<file path="config.mk">
export PLATFORM = sky130hd
export DESIGN_NAME = fpu_seq_ctrl
export DESIGN_NICKNAME = d
export VERILOG_FILES = /design/src/rtl/fpu_seq_pkg.sv /design/src/rtl/fpu_seq_ctrl_step_counter.sv /design/src/rtl/fpu_seq_ctrl.sv
export SDC_FILE = /design/constraint.sdc
export NUM_CORES = 1
export LEC_CHECK = 0
export ABC_AREA = 1
export ABC_CLOCK_PERIOD_IN_PS = 1900
export BUFFER_PORTS_ARGS = -buffer_cell sky130_fd_sc_hd__buf_2
export CORE_MARGIN = 3
export CORE_UTILIZATION = 45
export CTS_CLUSTER_SIZE = 8
export DETAILED_ROUTE_END_ITERATION = 12
export GPL_ROUTABILITY_DRIVEN = 0
export GPL_TIMING_DRIVEN = 0
export PLACE_DENSITY = 0.66
export SYNTH_ARGS = -nofsm -noshare
export SYNTH_HDL_FRONTEND = slang
export SYNTH_SLANG_ARGS = --single-unit
</file>
<file path="constraint.sdc">
create_clock -name clk -period 1.9 [get_ports clk]
set_input_delay 0.38 -clock clk [delete_from_list [all_inputs] [get_ports clk]]
set_output_delay 0.38 -clock clk [all_outputs]
set_load 0.03 [all_outputs]
</file>
<file path="src/rtl/fpu_seq_pkg.sv">
// Shared types and defaults for the FPU step sequencer.
package fpu_seq_pkg;

  // Sequencer FSM states.
  typedef enum logic [1:0] {
    IDLE = 2'd0,
    RUN  = 2'd1,
    DONE = 2'd2
  } seq_state_t;

  // Default width of the step count / step index.
  localparam int CNT_W_DEF = 4;

endpackage

</file>
<file path="src/rtl/fpu_seq_ctrl_step_counter.sv">
// Iteration counter for the FPU step sequencer: clearable, enabled up counter
// with a terminal flag raised when the count equals a supplied limit.
module step_counter
  import fpu_seq_pkg::*;
#(
  parameter int CNT_W = CNT_W_DEF
) (
  input  logic             clk,
  input  logic             rst,
  input  logic             i_clr,
  input  logic             i_en,
  input  logic [CNT_W-1:0] i_limit,
  output logic [CNT_W-1:0] o_count,
  output logic             o_tc
);

  logic [CNT_W-1:0] r_count;

  // Count register: reset and clear win over the increment enable.
  always_ff @(posedge clk) begin
    if (!rst) begin
      r_count <= '0;
    end else if (i_clr) begin
      r_count <= '0;
    end else if (i_en) begin
      r_count <= r_count + CNT_W'(1);
    end
  end

  assign o_count = r_count;
  assign o_tc    = (r_count == i_limit);

endmodule

</file>
<file path="src/rtl/fpu_seq_ctrl.sv">
// Step sequencer for the iterative FPU mantissa datapath. Runs a programmed
// number of steps, honouring datapath stalls and abort, and pulses done once
// per completed sequence.
module fpu_seq_ctrl
  import fpu_seq_pkg::*;
#(
  parameter int CNT_W = CNT_W_DEF
) (
  input  logic             clk,
  input  logic             rst,
  input  logic             i_start,
  input  logic [CNT_W-1:0] i_steps,
  input  logic             i_hold,
  input  logic             i_abort,
  output logic             o_busy,
  output logic             o_step_en,
  output logic [CNT_W-1:0] o_idx,
  output logic             o_first,
  output logic             o_last,
  output logic             o_done
);

  seq_state_t       r_state;
  logic [CNT_W-1:0] r_steps_q;

  logic             w_run;
  logic             w_accept;
  logic             w_clr;
  logic             w_en;
  logic             w_tc;
  logic [CNT_W-1:0] w_limit;
  logic [CNT_W-1:0] w_idx;

  // The last step index is steps_q-1; only consulted while running, where
  // steps_q is guaranteed non-zero, so the wrap at steps_q==0 is harmless.
  assign w_limit  = r_steps_q - CNT_W'(1);
  assign w_run    = (r_state == RUN);
  assign w_accept = (r_state == IDLE) && i_start && !i_abort;

  // Clear on every accepted start and on abort; advance only on a real step
  // that is not the terminal one, so the index can never wrap.
  assign w_clr = w_accept || (w_run && i_abort);
  assign w_en  = w_run && !i_hold && !i_abort && !w_tc;

  step_counter #(
    .CNT_W (CNT_W)
  ) u_step_counter (
    .clk     (clk),
    .rst     (rst),
    .i_clr   (w_clr),
    .i_en    (w_en),
    .i_limit (w_limit),
    .o_count (w_idx),
    .o_tc    (w_tc)
  );

  // Sequencer FSM and captured step count.
  always_ff @(posedge clk) begin
    if (!rst) begin
      r_state   <= IDLE;
      r_steps_q <= '0;
    end else begin
      case (r_state)
        IDLE: begin
          if (w_accept) begin
            r_steps_q <= i_steps;
            r_state   <= (i_steps != '0) ? RUN : DONE;
          end
        end
        RUN: begin
          if (i_abort) begin
            r_state <= IDLE;
          end else if (!i_hold && w_tc) begin
            r_state <= DONE;
          end
        end
        DONE: begin
          r_state <= IDLE;
        end
        default: begin
          r_state <= IDLE;
        end
      endcase
    end
  end

  assign o_busy    = w_run;
  assign o_step_en = w_run && !i_hold && !i_abort;
  assign o_idx     = w_idx;
  assign o_first   = w_run && (w_idx == '0);
  assign o_last    = w_run && w_tc;
  assign o_done    = (r_state == DONE);

endmodule
</file>
# [Word level (Yosys, flattened, before mapping)]
# Cells that the tools add are included.
[totals] register_bits=10 word_cells=35 in_bits=9
[op_classes] n_eq_ne=5 n_mux=5 reduce_logical=19 bitwise_logic=1 add_sub_neg=2
[ops] operator="$logic_and A1 B1 Y1" n=9
[ops] operator="$mux W2" n=4
[ops] operator="$add A4 B1 Y4 const B" n=1
[ops] operator="$eq A4 B4 Y1" n=1
[ops] operator="$logic_not A4 Y1" n=1
[ops] operator="$pmux W2 S2" n=1
[ops] operator="$reduce_and A2 Y1" n=2
[ops] operator="$reduce_bool A4 Y1" n=1
[ops] operator="$sub A4 B1 Y4 const B" n=1
[ops] operator="$logic_not A1 Y1" n=3
[ops] operator="$ne A3 B2 Y1 const B" n=1
[ops] operator="$eq A2 B1 Y1 const B" n=1
[ops] operator="$eq A2 B2 Y1 const B" n=1
[ops] operator="$logic_not A2 Y1" n=1
[ops] operator="$ne A2 B2 Y1 const B" n=1
[ops] operator="$reduce_or A2 Y1" n=1
[ops] operator="$logic_or A1 B1 Y1" n=1
[ops] operator="$not A1 Y1" n=1

# [Depth between registers and ports, before layout]
# Gate-level depths: netlist of run 1.
[depth] depth_word=6 depth_mapped=12 depth_no_buf=12

# [By module]
# Synthesis of run 1 repeated with hierarchy kept, for this count alone.
[unflattened] cells_unflattened=102 area_unflattened_um2=646.9
[modules_own_cells] module="fpu_seq_ctrl" n_inst=1 cells_each=67 seq_area_each_um2=120.1 area_per_inst_um2=414.1
[modules_own_cells] module="step_counter" n_inst=1 cells_each=35 seq_area_each_um2=80.1 area_per_inst_um2=232.7

# [Worst setup path before layout of run 1]
# Ideal clock, no wire load.
[synth_timing] kind="register to output" from="reg r_steps_q[0]" to="out o_last" path_buffers=0 required_ps=1520 t_arrival_ps=1521 setup_slack_ps=-1 path_stages_with_launch=7 path_cell_list="dfxtp_1 > inv_1 > ha_1 > xnor2_1 > nor2_4 > nand3_4 > nor2_1"
[synth_between] elab_chain_len=3
[synth_rtl] item="start: declaration" line="fpu_seq_ctrl.sv:24" rtl="logic [CNT_W-1:0] r_steps_q;"
[synth_rtl] item="start signal: assignment" line="fpu_seq_ctrl.sv:66" rtl="r_steps_q <= i_steps;"
[synth_rtl] item="$sub A4 B1 Y4" line="fpu_seq_ctrl.sv:36" rtl="assign w_limit = r_steps_q - CNT_W'(1);"
[synth_rtl] item="$eq A4 B4 Y1" line="fpu_seq_ctrl_step_counter.sv:31" rtl="assign o_tc = (r_count == i_limit);"
[synth_rtl] item="$logic_and A1 B1 Y1" line="fpu_seq_ctrl.sv:91" rtl="assign o_last = w_run && w_tc;"
[synth_rtl] item="end: declaration" line="fpu_seq_ctrl.sv:19" rtl="output logic o_last,"
# No other way between the ends.

# [Worst setup path in the final report of run 1]
# Ends and elaborated chain as after synthesis.

==> results.env, run 1 <==
CLOCK_SINKS=10
PLACEABLE_CORE_AREA_MM2=0.001366
REG2REG_FROM='r_steps_q[0]$_SDFFE_PN0P_'
INITIAL_CORE_UTILIZATION_PCT=50.27
ANTENNA_FOUND_INITIAL=0
NUMBER_OF_FILL_CELLS_IN_THE_LAYOUT=123
DIE-HEIGHT_UM=45.07
AREA_DELTA_SYNTH_FINAL_PCT=30.78
UNREPAIRED_SETUP_ENDPOINTS_AFTER_GLOBAL_ROUTING='yes'
DRT_DRC_VIOLATIONS_LEFT=0
CTS_TREE='yes'
POWER.SHARE.COMBINATIONAL_PCT=24.0
CLOCKPOWERSHARE_PCT=35.4
DRIVE_GT1_SHARE_PCT=36.22
MOST_FREQUENT_STANDARD_CELL_IN_THE_LAYOUT_EXCLUDING_FILL_AND_TAP_CELLS='sky130_fd_sc_hd__nand2_1'
LEAKAGE_uW=0.0004401
TOTAL_POWER_uW=557.5
TIMING.RR.END='u_step_counter.o_count[1]$_SDFFE_PP0P_'
NETLIST_AREA_UM2=686.9
SYNTH_TOP_CELLS_BY_AREA='sky130_fd_sc_hd__dfxtp_1 29%, sky130_fd_sc_hd__nand2_1 10%, sky130_fd_sc_hd__inv_1 8.2%'
VIAS_PER_CELL=4.803
AVGROUTEDWIREPERCELL_UM=11.21
STATUS='finished, final reports clean'
DRV_CAP=0
GRT_USE_TOTAL_PCT=18.51
CLK-INSERTION-DELAY-LATE_NS=0.27
GR-USAGE-MET1_PCT=23.41
TIMING.FINAL.MAX_SLEW_VIOLATIONS=0
FINALHOLDWORSTSLACK_NS=0.3904
YS_FF_LATCH=10
FINAL.SETUP_SKEW_NS=0.005367
HOLDPATHSTAGES=3
MIN_PERIOD_NS=1.869
ANT_NETS=0
TRITONCTS.NUM_BUFFERS=3
PATH_MAX_FANOUT=4
GR_UTIL_MET3_PCT=2.390
WORST-ENDPOINT-REQUIRED_NS=1.52
SYNTH_SEQUENTIAL_AREA_RATIO_PCT=29.14
POST_SYN_NETS=114
VIA_COUNT=682
POWER.DENSITY_mW_PER_MM2=620.6
CTS-ROOT-TO-SINK-BUFFERS=2
SYNTHESIS.INSTANCES=102
MAXIMUM_NUMBER_OF_PINS_ON_ONE_NET_BEFORE_GLOBAL_ROUTE_REPAIR=9
GRT_FIRST_PASS_WIRELENGTH_UM=2697
POWER_SWITCHING_SHARE_PCT=30.25
PWR-SHARE-SEQ_PCT=40.6
DIE_AREA_MM2=0.002031
POST-SYNTH-TOP-AREA-FRACTION_PCT=29.14
WORST_PIN_SLEW_NS=0.3225
SYNTHDISTINCTLIBCELLS=20
FMAX_MHz=535.2
IO_BUFFER_COUNT=17
LAYOUT_WORST_PATH_CYCLE_SHARE_PCT=98.35
CTS-ROOT-BUF='sky130_fd_sc_hd__clkbuf_4'
CRIT_TYPE='reg2out'
POSTROUTEWIRELENGTH_UM=1592
GRT-OVFL-TOTAL=0
MAX-SLEW-MARGIN-REL_PCT=78.33
VIAS_IN_THE_FIRST_GLOBAL_ROUTE=671
LAYOUT_COMMON_CELLS='19 x sky130_fd_sc_hd__nand2_1, 16 x sky130_fd_sc_hd__buf_2, 14 x sky130_fd_sc_hd__inv_1, 12 x sky130_fd_sc_hd__nor2_1'
R2R_SLACK_NS=0.40
DRT_PASS1_ITERATIONS=4
POWER_SWITCHING_uW=168.6
FINALSETUPVIOLCOUNT=0
DIE-WIDTH_UM=45.07
GRT_BUSIEST_LAYER='met2'
SYNTH_AREA_PER_CELL_UM2=6.734
PLACEMENTROWS=13
TIMING.CRITICAL_PATH.TO_TYPE='primary output'
DRT_ITER0_DRC=13
RR_WORST_DEPTH=10
GRT_UTIL_MET2_PCT=30.79
SYNTH_TOP_AREA_CELL='sky130_fd_sc_hd__dfxtp_1'
ARRIVAL_NS=1.49
P_INT_uW=388.9
CTS.HTREE.LEVELS=1
TIMING.FINAL.HOLD_VIOLATIONS=0
MIN-DELAY-START='rst'
YOSYSWARNINGCOUNT=0
MAX-VDD-IR-DROP_mV=0.4615
NUM_IO_PINS=18
HOLD_CLASS='in2reg'
MIN_TO='r_steps_q[1]$_SDFFE_PN0P_'
NUM_ANTENNA_CELLS=0
CLKSLEWWORSTSETUPHOLDPATHS_NS=0.07
DETAIL_PLACEMENT_HPWL_UM=1211
FIN_NETS=140
STARTPOINT_TYPE='register'
registers in the layout, summed over array words and instances, names as in the netlist:
name                    count
r_state                     2
r_steps_q                   4
u_step_counter.o_count      4
synth_stat cells:
library cell,instances
sky130_fd_sc_hd__nand3b_1,1
sky130_fd_sc_hd__nand3_1,7
sky130_fd_sc_hd__nand2_1,19
sky130_fd_sc_hd__nand3_4,1
sky130_fd_sc_hd__ha_1,3
sky130_fd_sc_hd__nor2_4,3
sky130_fd_sc_hd__o211ai_1,1
sky130_fd_sc_hd__nand4_1,1
sky130_fd_sc_hd__clkinv_1,1
sky130_fd_sc_hd__a21oi_1,8
sky130_fd_sc_hd__xnor2_1,1
sky130_fd_sc_hd__inv_2,3
sky130_fd_sc_hd__inv_1,15
sky130_fd_sc_hd__nand2_2,5
sky130_fd_sc_hd__o21ai_0,5
sky130_fd_sc_hd__nor2_1,13
sky130_fd_sc_hd__dfxtp_1,10
sky130_fd_sc_hd__nor3_1,1
sky130_fd_sc_hd__xor2_1,2
sky130_fd_sc_hd__nand2_4,2
layer usage:
layer / up-vias / wire (um)
li1: 371 / -
met1: 290 / 746
met2: 18 / 756
met3: 3 / 63
met4: 0 / 25
met5: - / 0
logic make-up (layout without fill, tap and decap cells):
logic type | after synthesis | count (layout) | synth area share [%]
simple gates | 53 | 53 | 40.62
xor+xnor | 3 | 3 | 3.826
fa+ha+maj | 3 | 3 | 5.465
compound gates | 14 | 14 | 10.56
buf+inv | 19 | 44 | 10.38
flops | 10 | 10 | 29.14
worst max path at each step:
stage	cells after the start	slack [ns]	start	end
after floorplan	6	0.13	r_steps_q[0]$_SDFFE_PN0P_	o_last
after global placement	7	0.05	r_steps_q[0]$_SDFFE_PN0P_	o_last
after detailed placement	7	0.03	r_steps_q[0]$_SDFFE_PN0P_	o_last
after CTS	7	0.003	r_steps_q[0]$_SDFFE_PN0P_	o_last
after global routing	10	-0.02	r_steps_q[0]$_SDFFE_PN0P_	o_last
final	7	0.03	r_steps_q[0]$_SDFFE_PN0P_	o_last
worst max-delay path: stages, from the launching register on:
cell and delay, ns:
sky130_fd_sc_hd__dfxtp_2 0.36, sky130_fd_sc_hd__inv_4 0.06, sky130_fd_sc_hd__ha_4 0.24, sky130_fd_sc_hd__xnor2_2 0.14, sky130_fd_sc_hd__nor2_4 0.12, sky130_fd_sc_hd__nand3_4 0.09
sky130_fd_sc_hd__nor2_4 0.09, sky130_fd_sc_hd__buf_6 0.13
power groups by stage:
stage               sequential (uW)  clock, uW  combinational, uW
finish                          226        198                134
global route                    227        211                148
CTS                             226        202                127
detailed placement              229          0                113
global placement                229          0                110
floorplan                       230          0               84.5
metrics by stage:
| step | util, % | TNS [ns] | area, um^2 | setup slack [ns] | std cells |
|---|---|---|---|---|---|
| 3_5_place_dp | 58.06 | 0 | 793.3 | 0.02966 | 134 |
| 4_1_cts | 64.74 | 0 | 884.6 | 0.002698 | 141 |
| 3_3_place_gp | 58.06 | 0 | 793.3 | 0.05257 | 134 |
| 6_report | 65.75 | 0 | 898.4 | 0.03143 | 142 |
| 2_1_floorplan | - | 0 | 689.4 | 0.1326 | 102 |
| 5_1_grt | 65.75 | -0.02399 | 898.4 | -0.02399 | 142 |
area by class of cell:
class | instances | area [um^2] | share of cell area, %
clock buffer | 4 | 36.28 | 4.039
inverter | 19 | 76.32 | 8.496
multi-input combinational | 73 | 442.9 | 49.30
sequential | 10 | 202.7 | 22.56
tap | 15 | 18.77 | 2.089
timing repair buffer | 21 | 121.4 | 13.51
what timing repair did:
action                     in CTS  in global routing
setup buffers                   3                  1
pin swaps                       2                  2
setup endpoints to repair       1                  1
resized for setup               9                  2
hold endpoints to repair        0                  0
hold buffers                    0                  0
(Power assumes the default switching activity.)
==> run 2: changes to the inputs <==
SYNTH_HIERARCHICAL = 1   (was unset)
==> results.env, run 2 <==
FINAL.SETUP_SKEW_NS=0.002191  # -0.003176 ns
TRITONCTS.NUM_BUFFERS=3  # unchanged
GRT-OVFL-TOTAL=0  # unchanged
FINALSETUPVIOLCOUNT=1  # +1
SYNTHDISTINCTLIBCELLS=18  # -10%
SYNTH_TOP_CELLS_BY_AREA='sky130_fd_sc_hd__dfxtp_1 31%, sky130_fd_sc_hd__nand2_1 13%, sky130_fd_sc_hd__nor2_1 13%'
WORST_SLACK_NS=-0.1030  # -0.1345 ns
WORST_PIN_SLEW_NS=0.2966  # -0.02594 ns
MAX_STAGE_DELAY_CELL_WORST_PATH='sky130_fd_sc_hd__dfxtp_2'
LAYOUT_COMMON_CELLS='23 x sky130_fd_sc_hd__nand2_1, 21 x sky130_fd_sc_hd__nor2_1, 16 x sky130_fd_sc_hd__buf_2, 14 x sky130_fd_sc_hd__inv_1, 7 x sky130_fd_sc_hd__dfxtp_1'
WORST_PATH_LARGEST_CELL_DELAY_NS=0.34  # -0.02 ns
RR_WORST_DEPTH=13  # +3
CRIT_TYPE='reg2out'
AREA_DELTA_SYNTH_FINAL_PCT=34.62
POSTLAYOUTCELLAREA_UM2=870.8  # -3.1%
NETLIST_AREA_UM2=646.9  # -5.8%
DIE-HEIGHT_UM=43.92  # -2.6%
YS_FF_LATCH=10  # unchanged
DIE-WIDTH_UM=43.92  # -2.6%
FAILED_CHECKS='setup timing'
DRT_DRC_VIOLATIONS_LEFT=0  # unchanged
HOLDPATHSTAGES=3  # unchanged
DIE_AREA_MM2=0.001929  # -5.1%
R2R_SLACK_NS=0.18  # -0.22 ns
PATH_MAX_FANOUT=3  # -1
CRITICAL_PATH.CELL_CHAIN='nor3_2 -> xor2_1 -> xnor2_1 -> nand2_1 -> nor2_2 -> inv_1 -> nor2_2 -> buf_6'
HOLD_CLASS='in2reg'
CTS_TREE='yes'
VIA_COUNT=644  # -5.6%
ANT_NETS=0  # unchanged
INITIAL_CORE_UTILIZATION_PCT=49.10  # -1.2 points
SYNTH_SEQUENTIAL_AREA_RATIO_PCT=30.95  # +1.8 points
GRT_FIRST_PASS_WIRELENGTH_UM=2194  # -19%
TIMING.FINAL.HOLD_VIOLATIONS=0  # unchanged
POST_SYN_NETS=113  # -0.88%
GRT_USE_TOTAL_PCT=15.67  # -2.8 points
SYNTHESIS.INSTANCES=102  # unchanged
CTS-ROOT-TO-SINK-BUFFERS=2  # unchanged
PLACEABLE_CORE_AREA_MM2=0.001318  # -3.6%
UNREPAIRED_SETUP_ENDPOINTS_AFTER_GLOBAL_ROUTING='yes'
STATUS='complete, but fails checks'
CTS-ROOT-BUF='sky130_fd_sc_hd__clkbuf_4'
SYNTH_EDF_COUNT=0  # unchanged
DETAIL_PLACEMENT_HPWL_UM=1025  # -15%
MAXIMUM_NUMBER_OF_PINS_ON_ONE_NET_BEFORE_GLOBAL_ROUTE_REPAIR=10  # +1
DRIVE_GT1_SHARE_PCT=37.80  # +1.6 points
ARRIVAL_NS=1.62  # +0.13 ns
VIAS_PER_CELL=4.535  # -5.6%
DPL_WORST_SLACK_NS=-0.1138  # -0.1435 ns
SYNTH_COMMONEST_CELLS='23 x sky130_fd_sc_hd__nand2_1, 23 x sky130_fd_sc_hd__nor2_1, 16 x sky130_fd_sc_hd__inv_1'
PLACEMENTROWS=13  # unchanged
DRT_PASS1_ITERATIONS=6  # +2
POST-SYNTH-TOP-AREA-FRACTION_PCT=30.95  # +1.8 points
CLKSLEWWORSTSETUPHOLDPATHS_NS=0.08  # about the same
VIAS_IN_THE_FIRST_GLOBAL_ROUTE=550  # -18%
DRT_ITER0_DRC=10  # -3
TIMING.FINAL.MAX_SLEW_VIOLATIONS=0  # unchanged
FMAX_MHz=499.2  # -6.7%
MOST_FREQUENT_STANDARD_CELL_IN_THE_LAYOUT_EXCLUDING_FILL_AND_TAP_CELLS='sky130_fd_sc_hd__nand2_1'
MAX-VDD-IR-DROP_mV=0.3525  # -24%
MAX-SLEW-MARGIN-REL_PCT=80.15  # +1.8 points
POWER.DENSITY_mW_PER_MM2=631.9  # +1.8%
PLACE_AREA_UM2=753.2  # -5.0%
ASYNC_FLOP_SHARE_PCT=0  # unchanged
SYNTH_FLOP_CELL='sky130_fd_sc_hd__dfxtp_1'
SYNTH_TOP_AREA_CELL='sky130_fd_sc_hd__dfxtp_1'
TIMING.CRITICAL_PATH.TO_TYPE='primary output'
CLOCK_SINKS=10  # unchanged
CLK-INSERTION-DELAY-LATE_NS=0.27  # about the same
FIN_NETS=139  # -0.71%
AVGROUTEDWIREPERCELL_UM=9.331  # -17%
POSTROUTEWIRELENGTH_UM=1325  # -17%
LEAKAGE_uW=0.0004297  # -2.4%
ANTENNA_FOUND_INITIAL=0  # unchanged
NUM_IO_PINS=18  # unchanged
NUMBER_OF_FILL_CELLS_IN_THE_LAYOUT=121  # -1.6%
YOSYSWARNINGCOUNT=6  # +6
WORST-ENDPOINT-REQUIRED_NS=1.52  # about the same
SYNTH_AREA_PER_CELL_UM2=6.342  # -5.8%
LAYOUT_WORST_PATH_CYCLE_SHARE_PCT=105.4  # +7.1 points
DRV_CAP=0  # unchanged
STARTPOINT_TYPE='register'
MIN_PERIOD_NS=2.003  # +0.1345 ns
FINAL-SEQ-AREA_UM2=206.4  # +1.9%
CTS.HTREE.LEVELS=1  # unchanged
IO_BUFFER_COUNT=17  # unchanged
MOST_NUMEROUS_CELL_ON_THE_CRITICAL_PATH='sky130_fd_sc_hd__nor2_2'
NUM_ANTENNA_CELLS=0  # unchanged
MULTI_INPUT_AREA_UM2=416.7  # -5.9%
-- run 2: cell count changes in the layout (fill, tap and decap cells not counted), sizes merged, moves of 2 or more --
cell	previous run	this run
nor3	1	3
nor2	16	26
nand2	26	28
o21ai	5	1
nand3	8	3
a21oi	8	4
xnor2	1	3
-- run 2: final cells by class --
cell class | count | share of cell area, %
Clock buffer | 4 | 4.167
Inverter | 19 | 8.190
Multi-Input combinational cell | 73 | 47.84
Sequential cell | 10 | 23.71
Tap cell | 15 | 2.155
Timing Repair Buffer | 21 | 13.94
-- run 2: power breakdown --
group          switching (uW)  leakage, uW  total [uW]  internal (uW)
Clock                    85.1    0.0000210         202            116
Combinational            68.0     0.000326         121           52.8
Sequential               9.48    0.0000829         228            218
Total                     163     0.000430         550            388
-- run 2: stage by stage --
stage	TNS [ns]	hold WS (ns)	total power, uW	util [%]	std cells
2_1_floorplan	0	0.4756	310.9	-	102
3_3_place_gp	-0.1694	0.4906	334.9	57.17	134
3_5_place_dp	-0.2196	0.4944	337.6	57.17	134
4_1_cts	-0.2369	0.3636	548.3	63.34	140
5_1_grt	-0.2195	0.3833	577.9	66.10	142
6_report	-0.1030	0.3648	550.3	66.10	142
-- run 2: logic make-up after synthesis --
| kind of cell | after synthesis | synth area share (%) |
|---|---|---|
| compound gates | 6 | 5.415 |
| fa+ha+maj | 2 | 3.868 |
| xor+xnor | 5 | 6.771 |
| buf+inv | 19 | 11.03 |
| flops | 10 | 30.95 |
| simple gates | 60 | 41.97 |
-- run 2: metal layers --
layer  vias to the layer above  routed length (um)  GRT usage, %
li1                        353                   -             -
met3                         4                  67         2.490
met5                         -                   0             0
met4                         0                  25         10.84
met1                       271                 580         18.45
met2                        16                 651         25.58
-- run 2: critical path: cells and delay by family, from the launching register on --
| kind | cells | cell delay (ns) |
|---|---|---|
| XOR/XNOR | 2 | 0.31 |
| flip-flops | 1 | 0.34 |
| AND/OR/NAND/NOR | 4 | 0.49 |
| buffers and inverters | 2 | 0.20 |
-- run 2: worst paths after layout --
path                              from                                     end
max          r_steps_q[1]$_SDFFE_PN0P_                                  o_last
min                                rst               r_steps_q[0]$_SDFFE_PN0P_
min reg2reg  r_steps_q[3]$_SDFFE_PN0P_               r_steps_q[3]$_SDFFE_PN0P_
max reg2reg  r_steps_q[0]$_SDFFE_PN0P_  u_step_counter/o_count[3]$_SDFFE_PP0P_
-- run 2: repair_timing --
item,in CTS,in global routing
buffers inserted,2,2
pin swaps,4,6
endpoints found under the setup margin,5,5
hold buffers,0,0
resized for setup,11,4
cloned,0,0
